$ cat config.mk
export PLATFORM = sky130hd
export DESIGN_NAME = xor_seq_arbiter
export DESIGN_NICKNAME = d
export VERILOG_FILES = /design/src/rtl/xor_seq_arbiter.sv
export SDC_FILE = /design/constraint.sdc
export NUM_CORES = 1
export LEC_CHECK = 0
export ABC_AREA = 1
export CAP_MARGIN = 20
export CORE_ASPECT_RATIO = 0.5
export CORE_MARGIN = 2
export CORE_UTILIZATION = 40
export DETAILED_ROUTE_END_ITERATION = 6
export PLACE_DENSITY = 0.84
export REMOVE_ABC_BUFFERS = 1
export SKIP_CTS_REPAIR_TIMING = 1
export SLEW_MARGIN = 15
export SYNTH_ARGS = -nofsm -noshare
export SYNTH_HDL_FRONTEND = slang
export SYNTH_SLANG_ARGS = --single-unit
$ cat constraint.sdc
create_clock -name clk -period 3.6 [get_ports clk]
set_input_delay 0.36 -clock clk [delete_from_list [all_inputs] [get_ports clk]]
set_output_delay 0.36 -clock clk [all_outputs]
set_load 0.01 [all_outputs]
$ cat src/rtl/xor_seq_arbiter.sv
// Round-robin arbiter that shares one 4-bit ls7486 XOR slice among requesters.
// Operands are walked through the slice one nibble per cycle, LSB nibble first.
module xor_seq_arbiter #(
  parameter int N_REQ = 4,
  parameter int WIDTH = 16,
  localparam int NNIB = WIDTH / 4,
  localparam int IW = $clog2(N_REQ),
  localparam int NW = (NNIB > 1) ? $clog2(NNIB) : 1
) (
  input  logic                   clk,
  input  logic                   rst_n,
  input  logic [N_REQ-1:0]       req,
  input  logic [N_REQ*WIDTH-1:0] op_a,
  input  logic [N_REQ*WIDTH-1:0] op_b,
  output logic [N_REQ-1:0]       gnt,
  output logic                   busy,
  output logic                   done,
  output logic [IW-1:0]          done_id,
  output logic [WIDTH-1:0]       result,
  output logic [3:0]             xa,
  output logic [3:0]             xb,
  input  logic [3:0]             xy
);

  typedef enum logic [1:0] {
    IDLE,
    RUN,
    DONE
  } state_t;

  state_t state_q, state_d;

  logic [IW-1:0]    ptr;
  logic [IW-1:0]    w_r;
  logic [IW-1:0]    win;
  logic [IW-1:0]    idx;
  logic             hit;
  logic [NW-1:0]    nib;
  logic             last;
  logic [WIDTH-1:0] a_r, b_r;
  logic [WIDTH-1:0] sel_a, sel_b;
  logic [WIDTH-1:0] acc, acc_nxt;

  // Descending scan so the lowest offset from ptr wins.
  always_comb begin
    win = '0;
    hit = 1'b0;
    idx = '0;
    for (int k = N_REQ - 1; k >= 0; k--) begin
      idx = IW'((int'(ptr) + k) % N_REQ);
      if (req[idx]) begin
        win = idx;
        hit = 1'b1;
      end
    end
  end

  always_comb begin
    sel_a = '0;
    sel_b = '0;
    for (int i = 0; i < N_REQ; i++) begin
      if (win == IW'(i)) begin
        sel_a = op_a[i*WIDTH +: WIDTH];
        sel_b = op_b[i*WIDTH +: WIDTH];
      end
    end
  end

  assign last = (nib == NW'(NNIB - 1));

  always_comb begin
    xa = '0;
    xb = '0;
    acc_nxt = acc;
    for (int j = 0; j < NNIB; j++) begin
      if (nib == NW'(j)) begin
        if (state_q == RUN) begin
          xa = a_r[j*4 +: 4];
          xb = b_r[j*4 +: 4];
        end
        acc_nxt[j*4 +: 4] = xy;
      end
    end
  end

  always_comb begin
    state_d = state_q;
    unique case (state_q)
      IDLE: if (hit) state_d = RUN;
      RUN:  if (last) state_d = DONE;
      DONE: state_d = IDLE;
      default: state_d = IDLE;
    endcase
  end

  always_ff @(posedge clk or negedge rst_n) begin
    if (!rst_n) state_q <= IDLE;
    else        state_q <= state_d;
  end

  assign busy = (state_q != IDLE);
  assign done = (state_q == DONE);

  always_ff @(posedge clk or negedge rst_n) begin
    if (!rst_n) begin
      ptr     <= '0;
      w_r     <= '0;
      nib     <= '0;
      gnt     <= '0;
      a_r     <= '0;
      b_r     <= '0;
      acc     <= '0;
      result  <= '0;
      done_id <= '0;
    end else begin
      unique case (state_q)
        IDLE: begin
          if (hit) begin
            a_r <= sel_a;
            b_r <= sel_b;
            w_r <= win;
            gnt <= N_REQ'(1) << win;
            nib <= '0;
          end
        end
        RUN: begin
          acc <= acc_nxt;
          nib <= last ? '0 : nib + 1'b1;
          // Publish at the last capture so result is valid with done.
          if (last) begin
            result  <= acc_nxt;
            done_id <= w_r;
          end
        end
        DONE: begin
          gnt <= '0;
          ptr <= (w_r == IW'(N_REQ - 1)) ? '0 : w_r + 1'b1;
        end
        default: ;
      endcase
    end
  end

endmodule

==> impl_metrics.tcl, run 1 <==
set metrics [dict create \
    cp-startpoint "state_q[0]$_DFFE_PN0P_" \
    final-hold-violation-count 0 \
    yosysTopAreaCell "dfrtp_1" \
    status "finished clean" \
    viasPerCell 5.10 \
    synth_top_family_by_area "simple AND/OR/NAND/NOR gates" \
    fin_crit_sh_pct 90.0 \
    p_leak_nw 3.10 \
    fin_worst_skew_ns 0.00717 \
    setup-tns-final_ns 0 \
    initial_core_util_pct 41.1 \
    gp_congestion 0.829 \
    rsz0062_at_grt "false" \
    hp-class "in2async" \
    synth-main-ff-cell "dfrtp_1" \
    synth_most_common_cell "nand2_1" \
    cts_buffers 9 \
    yosysSeqAreaShare_pct 40.9 \
    syn_area_per_cell_um2 7.07 \
    end_kind "primary output" \
    io_pins 170 \
    worstPathRequired_ns 3.24 \
    synthCells 640 \
    r2r-start "ptr[0]$_DFFE_PN0P_" \
    synth-simple-area-share_pct 33.5 \
    synth_commonest_cells "252 x nand2_1, 81 x o21ai_0, 74 x dfrtp_1" \
    tritoncts "built" \
    die_w_um 154 \
    rrSetupSlack_ns 1.08 \
    antenna_left 0 \
    ir_drop_v 0.000514 \
    critPathMaxFanout 18 \
    synth_edf_count 0 \
    synth_area_leaders "dfrtp_1 41%, nand2_1 21%, o21ai_0 9.0%" \
    drt_drc_violations_left 0 \
    area_growth_syn_to_layout_pct 45.0 \
    final_max_slew_viol_count 0 \
    p_total_mw 6.31 \
    synth_adder_area_share_pct 1.38 \
    worstRegToRegCells 11 \
    nets 933 \
    layout_min_cycle_time_ns 3.24 \
    grt_usage_pct 22.4 \
    grt_max_degree 75 \
    core_area_um2 11000 \
    n_antenna_cell 0 \
    ys_ff_latch 74 \
    synth.mux.area_fraction_pct 0 \
    synth.top_cell.area_share_pct 40.9 \
    htreeDepth 3 \
    drive_gt1_share_pct 8.81 \
    synth_cell_type_count 29 \
    cap_violations 0 \
    clockBufferDepth 2 \
    critPathLaunchType "flip-flop" \
    synth_compound_area_share_pct 16.3 \
    yosys_warnings 0 \
    synth-xor-area-share_pct 0 \
    die_area_um2 12200 \
    critPathArrivalTime_ns 2.88 \
    drt_iter0_markers 296 \
    port_buffers 169 \
    antenna_found_initial 0 \
    overflow 0 \
    grt_pass1_wl_mm 22.2 \
    ys_async_sr_fraction_pct 100 \
    relSlewSlack_pct 39.2 \
    cts_sinks 74 \
    dp_hpwl_mm 9.62 \
    cts-root-buf "clkbuf_16" \
    clock_latency_ns 0.34 \
    tightest_slew_ns 0.912 \
    vias 4796 \
    synth.cell_area_um2 4530 \
    routedWlPerCell_um 14.2 \
    powerDensity_nw_per_um2 962 \
    critical_path_class "reg2out" \
    dieHeight_um 79.2 \
    clk_pin_slew_worst_paths_ns 0.06 \
    rows 27 \
    routed_wirelength_mm 13.3 \
    dr.pass1.iters 5 \
    timing.rr.end "b_r[5]$_DFFE_PN0P_" \
    report.final.setup_viol 0 \
    first_global_vias 4669 \
    max_freq_mhz 308 \
]
==> critical path, cell delays in order, from the launching register on <==
cell	delay, ns
dfrtp_1	0.37
inv_1	0.06
nor2_2	0.49
inv_1	0.17
nor2_2	0.13
buf_4	0.21
clkinv_1	0.30
o211ai_1	0.22
nand2_1	0.07
clkdlybuf4s50_1	0.50
==> cell families after synthesis <==
kind of cell / Yosys count
and+or+nand+nor: 353
AOI/OAI and AO/OA: 127
buffers and inverters: 81
DFF: 74
adders and majority gates: 5
==> cells in the final DEF (no fill, tap or decap), drive strengths merged <==
cell type / count
a22oi: 24
dfrtp: 74
a31oi: 1
o31ai: 2
nand3: 18
clkinv: 5
clkdlybuf4s50: 168
a21oi: 8
nor2: 60
clkbuf: 11
buf: 8
o21ai: 84
o211ai: 7
a31o: 1
bufinv: 1
inv: 43
nand4: 14
nand2: 261
ha: 5
==> power breakdown <==
group / total, mW / internal, mW / switching [mW]
registers: 1.47 / 1.24 / 0.230
clock network: 0.899 / 0.553 / 0.346
logic: 3.95 / 1.48 / 2.47
total: 6.31 / 3.27 / 3.04
==> per-layer routing <==
layer,track usage (%),share of wire [%]
met1,27.4,42
met3,5.02,6.0
met4,6.94,2.7
met5,0,0
met2,39.8,50
==> stage by stage <==
| step | cells | worst slack (ns) | hold slack (ns) | utilization (%) | area [um2] |
|---|---|---|---|---|---|
| after floorplan | 603 | 0.0391 | 0.0644 | - | 4340 |
| after global placement | 924 | 0.824 | 0.456 | 56.9 | 6260 |
| after detailed placement | 924 | 0.768 | 0.461 | 56.9 | 6260 |
| after CTS | 940 | 0.337 | 0.191 | 59.6 | 6560 |
| after global routing | 940 | 0.127 | 0.233 | 59.6 | 6560 |
| final | 940 | 0.358 | 0.123 | 59.6 | 6560 |
==> final cells by class <==
cell class / instances / area, um2
Fill cell: 974 / 4450
Multi-Input combinational cell: 485 / 2320
Sequential cell: 74 / 1850
Timing Repair Buffer: 176 / 1740
Clock buffer: 11 / 243
Tap cell: 145 / 181
Inverter: 44 / 168
Clock inverter: 5 / 53.8
==> sequential cells by signal (all words and copies together), names as in the netlist <==
register,count
acc,12
nib,2
b_r,16
a_r,16
state_q,2
ptr,2
result,16
done_id,2
w_r,2
gnt,4
==> how the worst max path moves through the flow <==
stage	end	cells past startpoint	slack [ns]
after floorplan	xa[0]	6	0.04
after CTS	xa[1]	7	0.34
after global placement	xb[1]	6	0.82
final	xa[1]	9	0.36
after detailed placement	xb[3]	7	0.77
after global routing	xa[1]	9	0.13
Note: power is estimated with default switching activity, not from simulation.
==> run 2: changes to the inputs <==
- CTS_CLUSTER_DIAMETER: unset -> 200
==> results of run 2 <==
Same layout as run 1: the final DEF is identical, and so are final timing and power.
